## config.mk

```make
export PLATFORM = sky130hd
export DESIGN_NAME = lcd_cmd_seq
export DESIGN_NICKNAME = d
export VERILOG_FILES = /design/src/rtl/lcd_cmd_seq_pkg.sv /design/src/rtl/lcd_cmd_fifo.sv /design/src/rtl/lcd_cmd_seq.sv
export SDC_FILE = /design/constraint.sdc
export NUM_CORES = 1
export LEC_CHECK = 0
export CAP_MARGIN = 20
export CORE_MARGIN = 2
export CORE_UTILIZATION = 67
export DETAILED_ROUTE_END_ITERATION = 6
export PLACE_DENSITY = 0.84
export SYNTH_ARGS = -nofsm -noshare
export SYNTH_HDL_FRONTEND = slang
export SYNTH_SLANG_ARGS = --single-unit
```

## constraint.sdc

```tcl
create_clock -name clk -period 4.95 [get_ports clk]
set_clock_uncertainty 0.15 [all_clocks]
set_input_delay 0.7425 -clock clk [delete_from_list [all_inputs] [get_ports clk]]
set_output_delay 0.7425 -clock clk [all_outputs]
set_load 0.05 [all_outputs]
```

## src/rtl/lcd_cmd_seq_pkg.sv

```systemverilog
// Shared command codes and sequencer state encoding for the LCD command sequencer.
package lcd_cmd_seq_pkg;

    localparam logic [2:0] CMD_DISPLAY  = 3'd0;
    localparam logic [2:0] CMD_LOAD     = 3'd1;
    localparam logic [2:0] CMD_ZOOM_IN  = 3'd2;
    localparam logic [2:0] CMD_ZOOM_FIT = 3'd3;
    localparam logic [2:0] CMD_RIGHT    = 3'd4;
    localparam logic [2:0] CMD_LEFT     = 3'd5;
    localparam logic [2:0] CMD_UP       = 3'd6;
    localparam logic [2:0] CMD_DOWN     = 3'd7;

    typedef enum logic [2:0] {
        ST_IDLE    = 3'd0,
        ST_FILL    = 3'd1,
        ST_ISSUE   = 3'd2,
        ST_STREAM  = 3'd3,
        ST_WAIT_HI = 3'd4,
        ST_WAIT_LO = 3'd5
    } seq_state_e;

endpackage

```

## src/rtl/lcd_cmd_fifo.sv

```systemverilog
// Small synchronous FIFO holding host command codes; head word is visible combinationally.
module lcd_cmd_fifo #(
    parameter int WIDTH = 3,
    parameter int DEPTH = 4
) (
    input  logic             clk,
    input  logic             reset,
    input  logic             push,
    input  logic [WIDTH-1:0] din,
    input  logic             pop,
    output logic [WIDTH-1:0] dout,
    output logic             full,
    output logic             empty
);
    localparam int AW = (DEPTH > 1) ? $clog2(DEPTH) : 1;
    localparam logic [AW:0] DEPTH_CNT = (AW + 1)'(DEPTH);

    logic [WIDTH-1:0] mem_r [DEPTH];
    logic [AW-1:0]    wr_ptr_r;
    logic [AW-1:0]    rd_ptr_r;
    logic [AW:0]      count_r;
    logic             push_s;
    logic             pop_s;

    // Pointers wrap at DEPTH so non-power-of-two depths work.
    function automatic logic [AW-1:0] next_ptr(input logic [AW-1:0] ptr);
        if (ptr == AW'(DEPTH - 1)) begin
            return {AW{1'b0}};
        end else begin
            return ptr + AW'(1);
        end
    endfunction

    assign push_s = push && !full;
    assign pop_s  = pop && !empty;
    assign full   = (count_r == DEPTH_CNT);
    assign empty  = (count_r == {(AW + 1){1'b0}});
    assign dout   = mem_r[rd_ptr_r];

    // Storage array; contents are don't-care until written, so no reset.
    always_ff @(posedge clk) begin
        if (push_s) begin
            mem_r[wr_ptr_r] <= din;
        end
    end

    // Read/write pointers and occupancy count.
    always_ff @(posedge clk or negedge reset) begin
        if (!reset) begin
            wr_ptr_r <= {AW{1'b0}};
            rd_ptr_r <= {AW{1'b0}};
            count_r  <= {(AW + 1){1'b0}};
        end else begin
            if (push_s) begin
                wr_ptr_r <= next_ptr(wr_ptr_r);
            end
            if (pop_s) begin
                rd_ptr_r <= next_ptr(rd_ptr_r);
            end
            case ({push_s, pop_s})
                2'b10:   count_r <= count_r + (AW + 1)'(1);
                2'b01:   count_r <= count_r - (AW + 1)'(1);
                default: count_r <= count_r;
            endcase
        end
    end

endmodule

```

## src/rtl/lcd_cmd_seq.sv

```systemverilog
// Queues host commands, gathers LOAD pixel bursts, and issues them to an LCD
// controller with a busy handshake and a sticky timeout error.
module lcd_cmd_seq
    import lcd_cmd_seq_pkg::*;
#(
    parameter int NPIX   = 64,
    parameter int QDEPTH = 4,
    parameter int TMO    = 1023
) (
    input  logic       clk,
    input  logic       reset,
    input  logic [2:0] host_cmd,
    input  logic       host_cmd_valid,
    output logic       host_cmd_ready,
    input  logic [7:0] pix_in,
    input  logic       pix_valid,
    output logic       pix_ready,
    output logic [2:0] cmd,
    output logic       cmd_valid,
    output logic [7:0] datain,
    input  logic       busy,
    output logic       seq_idle,
    output logic       err
);
    localparam int PW = (NPIX > 1) ? $clog2(NPIX) : 1;
    localparam int CW = $clog2(TMO + 1);
    localparam logic [PW-1:0] LAST_PIX = PW'(NPIX - 1);
    localparam logic [CW-1:0] TMO_PRE  = CW'(TMO - 1);
    localparam logic [CW-1:0] TMO_MAX  = CW'(TMO);

    seq_state_e    state_r;
    logic [PW-1:0] wr_idx_r;
    logic [PW-1:0] rd_idx_r;
    logic [CW-1:0] wait_cnt_r;
    logic [7:0]    pix_buf_r [NPIX];

    logic [2:0]    q_head_s;
    logic          q_full_s;
    logic          q_empty_s;
    logic          q_pop_s;
    logic          fill_we_s;

    lcd_cmd_fifo #(
        .WIDTH (3),
        .DEPTH (QDEPTH)
    ) u_fifo (
        .clk   (clk),
        .reset (reset),
        .push  (host_cmd_valid),
        .din   (host_cmd),
        .pop   (q_pop_s),
        .dout  (q_head_s),
        .full  (q_full_s),
        .empty (q_empty_s)
    );

    assign host_cmd_ready = !q_full_s;
    assign seq_idle       = (state_r == ST_IDLE) && q_empty_s;
    assign q_pop_s        = (state_r == ST_IDLE) && !q_empty_s;
    // pix_ready is registered high exactly while in FILL, so it doubles as the accept qualifier.
    assign fill_we_s      = pix_ready && pix_valid;

    // Pixel burst buffer; overwritten by each new burst, so it needs no reset.
    always_ff @(posedge clk) begin
        if (fill_we_s) begin
            pix_buf_r[wr_idx_r] <= pix_in;
        end
    end

    // Sequencer FSM with all controller-facing outputs registered.
    always_ff @(posedge clk or negedge reset) begin
        if (!reset) begin
            state_r    <= ST_IDLE;
            wr_idx_r   <= {PW{1'b0}};
            rd_idx_r   <= {PW{1'b0}};
            wait_cnt_r <= {CW{1'b0}};
            cmd        <= 3'd0;
            cmd_valid  <= 1'b0;
            datain     <= 8'd0;
            pix_ready  <= 1'b0;
            err        <= 1'b0;
        end else begin
            cmd_valid <= 1'b0;
            datain    <= 8'd0;
            case (state_r)
                ST_IDLE: begin
                    if (!q_empty_s) begin
                        cmd        <= q_head_s;
                        wait_cnt_r <= {CW{1'b0}};
                        if (q_head_s == CMD_LOAD) begin
                            state_r   <= ST_FILL;
                            wr_idx_r  <= {PW{1'b0}};
                            pix_ready <= 1'b1;
                        end else begin
                            state_r <= ST_ISSUE;
                        end
                    end else begin
                        cmd <= cmd;
                    end
                end
                ST_FILL: begin
                    if (pix_valid) begin
                        if (wr_idx_r == LAST_PIX) begin
                            state_r   <= ST_ISSUE;
                            pix_ready <= 1'b0;
                        end else begin
                            wr_idx_r <= wr_idx_r + PW'(1);
                        end
                    end else begin
                        wr_idx_r <= wr_idx_r;
                    end
                end
                ST_ISSUE: begin
                    if (!busy) begin
                        cmd_valid  <= 1'b1;
                        wait_cnt_r <= {CW{1'b0}};
                        if (cmd == CMD_LOAD) begin
                            state_r  <= ST_STREAM;
                            rd_idx_r <= {PW{1'b0}};
                        end else begin
                            state_r <= ST_WAIT_HI;
                        end
                    end else begin
                        state_r <= ST_ISSUE;
                    end
                end
                ST_STREAM: begin
                    datain <= pix_buf_r[rd_idx_r];
                    if (rd_idx_r == LAST_PIX) begin
                        state_r    <= ST_WAIT_LO;
                        wait_cnt_r <= {CW{1'b0}};
                    end else begin
                        rd_idx_r <= rd_idx_r + PW'(1);
                    end
                end
                ST_WAIT_HI: begin
                    if (busy) begin
                        state_r    <= ST_WAIT_LO;
                        wait_cnt_r <= {CW{1'b0}};
                    end else if (wait_cnt_r >= TMO_PRE) begin
                        wait_cnt_r <= TMO_MAX;
                        err        <= 1'b1;
                        state_r    <= ST_IDLE;
                        cmd        <= 3'd0;
                    end else begin
                        wait_cnt_r <= wait_cnt_r + CW'(1);
                    end
                end
                ST_WAIT_LO: begin
                    if (!busy) begin
                        state_r <= ST_IDLE;
                        cmd     <= 3'd0;
                    end else if (wait_cnt_r >= TMO_PRE) begin
                        wait_cnt_r <= TMO_MAX;
                        err        <= 1'b1;
                        state_r    <= ST_IDLE;
                        cmd        <= 3'd0;
                    end else begin
                        wait_cnt_r <= wait_cnt_r + CW'(1);
                    end
                end
                default: begin
                    state_r <= ST_IDLE;
                end
            endcase
        end
    end

endmodule

```

==> results.cfg <==
[critical_path]
crit_path_max_incr_delay_ps = 880
slowest_stage = clkdlybuf4s50_1
r2r-end = datain[2]$_DFF_PN0_
reg2reg_depth = 6
cp-start-kind = register
end_kind = output port
r2r_slack_ps = 1540
path_max_fanout = 16
cp.required_ps = 4060
cp.arrival_ps = 2830
path_class = reg -> out
crit_chain = or3_1 -> nor2b_1 -> clkdlybuf4s50_1
r2r_start = rd_idx_r[3]$_DFFE_PN0P_

[synthesis]
synth_cell_types = 59
ys_ff_latch = 570
netlist_area_sq_um = 22900
syn_nets = 1258
syn-instance-count = 1231
synthFlopType = edfxtp_1
synth_warnings = 0
async_flop_share = 0.0807
seq_area_frac_synth = 0.737
syn_avg_cell_area_sq_um = 18.6
synth_edf_count = 524

[floorplan]
dieArea_sq_um = 35700
io_pins = 32
rows = 67
die_y_um = 189
die_x_um = 189
start_util = 0.682
fp.coreArea_sq_um = 33600

[route]
totalWireLength_um = 52900
wire_per_inst_um = 29.9
drcViolationCount = 0
drtIter0Drc = 1584
via_per_inst = 6.93
dr.pass1.iters = 6
ant_nets = 0
vias = 12200

[finish]
final_common_cell = edfxtp_1
fin_nets = 1302
final_cell_mix = edfxtp_1, mux4_2, nor2_1
diodes = 0
fill_cells = 1735
area_delta_synth_final_pct = 11.2
drive_gt1_frac = 0.220

[power]
p_per_area_nw_per_um2 = 539
seq_power_share = 0.423
leakagePower_uw = 0.00829
sw_frac_of_total = 0.302
internal-power_uw = 9580
power.share.clock = 0.320
p_sw_uw = 4150
peakVddDrop_uv = 328
pwr-share-comb = 0.257

[timing]
drv_slew = 0
relSlewSlack = 0.317
finalCritPeriodShare = 0.752
timing.fmax_mhz = 269
finalSetupViolations = 0
whs_ps = 115
setup_tns_ps = 0
tightest_slew_ps = 1020
hold_violations = 0
min_period_ps = 3720
rsz0062_at_grt = false

[clock_network]
cts_buffer_depth = 3
cts_setup_buffers = 0
cts.htree.levels = 2
cts_resized = 0
clk_root_buffer_cell = clkbuf_16
cts_buffers = 55
hold_buffers = 0
clkTransAtPathRegs_ps = 60
clk-insertion-delay-late_ps = 580
cts_sinks = 570
cts_tree = yes

[placement]
hpwlAfterDp_um = 30000
port_buffers = 31
gp_congestion = 0.872

[grt]
grt_pass1_vias = 12300
grt_pass1_wl_um = 78500
antenna_found_initial = 1
track_usage = 0.302
grt_overflow = 0
grt_max_degree = 65

[run_status]
status = completed

[hold_path]
hp-class = in -> async

[run]
cap_violations = 0
cells by family after synthesis:
kind of cell	Yosys count	share of synthesized area
flip-flops	570	0.737
multiplexers	199	0.145
AND/OR/NAND/NOR	234	0.0482
buffers and inverters	80	0.0177
adder cells (fa/ha/maj)	12	0.00677
XOR/XNOR	7	0.00268
AO/OA/AOI/OAI	129	0.0427
cell usage after synthesis, types with 7 or more instances:
| library cell | count | area (sq um) |
|---|---|---|
| a221oi_1 | 16 | 140 |
| a22o_1 | 8 | 70.1 |
| a22oi_1 | 16 | 120 |
| and3_1 | 12 | 75.1 |
| buf_1 | 7 | 26.3 |
| buf_2 | 24 | 120 |
| buf_4 | 10 | 75.1 |
| clkbuf_1 | 19 | 71.3 |
| dfrtp_1 | 46 | 1150 |
| edfxtp_1 | 524 | 15700 |
| ha_1 | 10 | 125 |
| inv_1 | 15 | 56.3 |
| mux2_2 | 68 | 766 |
| mux2i_1 | 32 | 320 |
| mux4_2 | 96 | 2160 |
| nand2_1 | 66 | 248 |
| nand3_1 | 30 | 150 |
| nor2_1 | 83 | 312 |
| nor2b_1 | 8 | 50.1 |
| o2111ai_1 | 16 | 140 |
| o211ai_1 | 17 | 128 |
| o21ai_0 | 23 | 115 |
| or3_1 | 7 | 43.8 |
power groups by stage:
stage | combinational (uW) | clock [uW] | sequential, uW
global placement | 3290 | 0 | 5880
floorplan | 2660 | 0 | 5680
detailed placement | 3390 | 0 | 5900
global route | 3700 | 4590 | 5830
finish | 3520 | 4400 | 5810
CTS | 3480 | 4410 | 5800
state kept, by name, summed over array words and instances (netlist names), 2 cells and up:
| signal | count |
|---|---|
| u_fifo.count_r | 3 |
| datain | 8 |
| u_fifo.mem_r | 12 |
| wait_cnt_r | 10 |
| wr_idx_r | 6 |
| state_r | 3 |
| rd_idx_r | 6 |
| u_fifo.wr_ptr_r | 2 |
| cmd | 3 |
| u_fifo.rd_ptr_r | 2 |
| pix_buf_r | 512 |
worst max path at each step:
stage	slack, ps	to	cells past startpoint	from
after floorplan	2370	seq_idle	2	state_r[0]$_DFFE_PN0P_
after global placement	1560	pix_buf_r[47][0]$_DFFE_PP_	4	pix_valid
after detailed placement	1480	pix_buf_r[47][0]$_DFFE_PP_	4	pix_valid
after CTS	1220	seq_idle	3	state_r[0]$_DFFE_PN0P_
after global routing	1140	seq_idle	3	state_r[0]$_DFFE_PN0P_
final	1230	seq_idle	3	state_r[0]$_DFFE_PN0P_
area by class of cell:
type / instances / area [sq um] / share of cell area
clock buffers: 68 / 1450 / 0.0567
clock inverters: 34 / 452 / 0.0177
inverters: 15 / 56.3 / 0.00221
multi-input cells: 581 / 5630 / 0.221
flip-flops and latches: 570 / 16900 / 0.663
well taps: 448 / 561 / 0.0220
repair buffers: 52 / 452 / 0.0177
metrics by stage:
stage,cells,utilization,total power (uW),worst slack (ps),cell area [sq um]
final,1768,0.758,13700,1230,25500
after global routing,1768,0.758,14100,1140,25500
after CTS,1767,0.758,13700,1220,25500
after detailed placement,1665,0.701,9290,1480,23600
after global placement,1665,0.701,9170,1560,23600
after floorplan,1231,-,8340,2370,22900
worst max-delay path: cells and delay by family, from the launching register on:
| family | cells | cell delay, ps |
|---|---|---|
| flops | 1 | 540 |
| simple gates | 2 | 830 |
| buf+inv | 1 | 880 |
routing by layer:
metal | vias up | share of wire | global-route usage
li1 | 5047 | - | -
met1 | 6170 | 0.38 | 0.430
met2 | 902 | 0.49 | 0.490
met3 | 130 | 0.10 | 0.0475
met4 | 0 | 0.036 | 0.102
met5 | - | 0 | 0
Note: power is estimated with default switching activity, not from simulation.
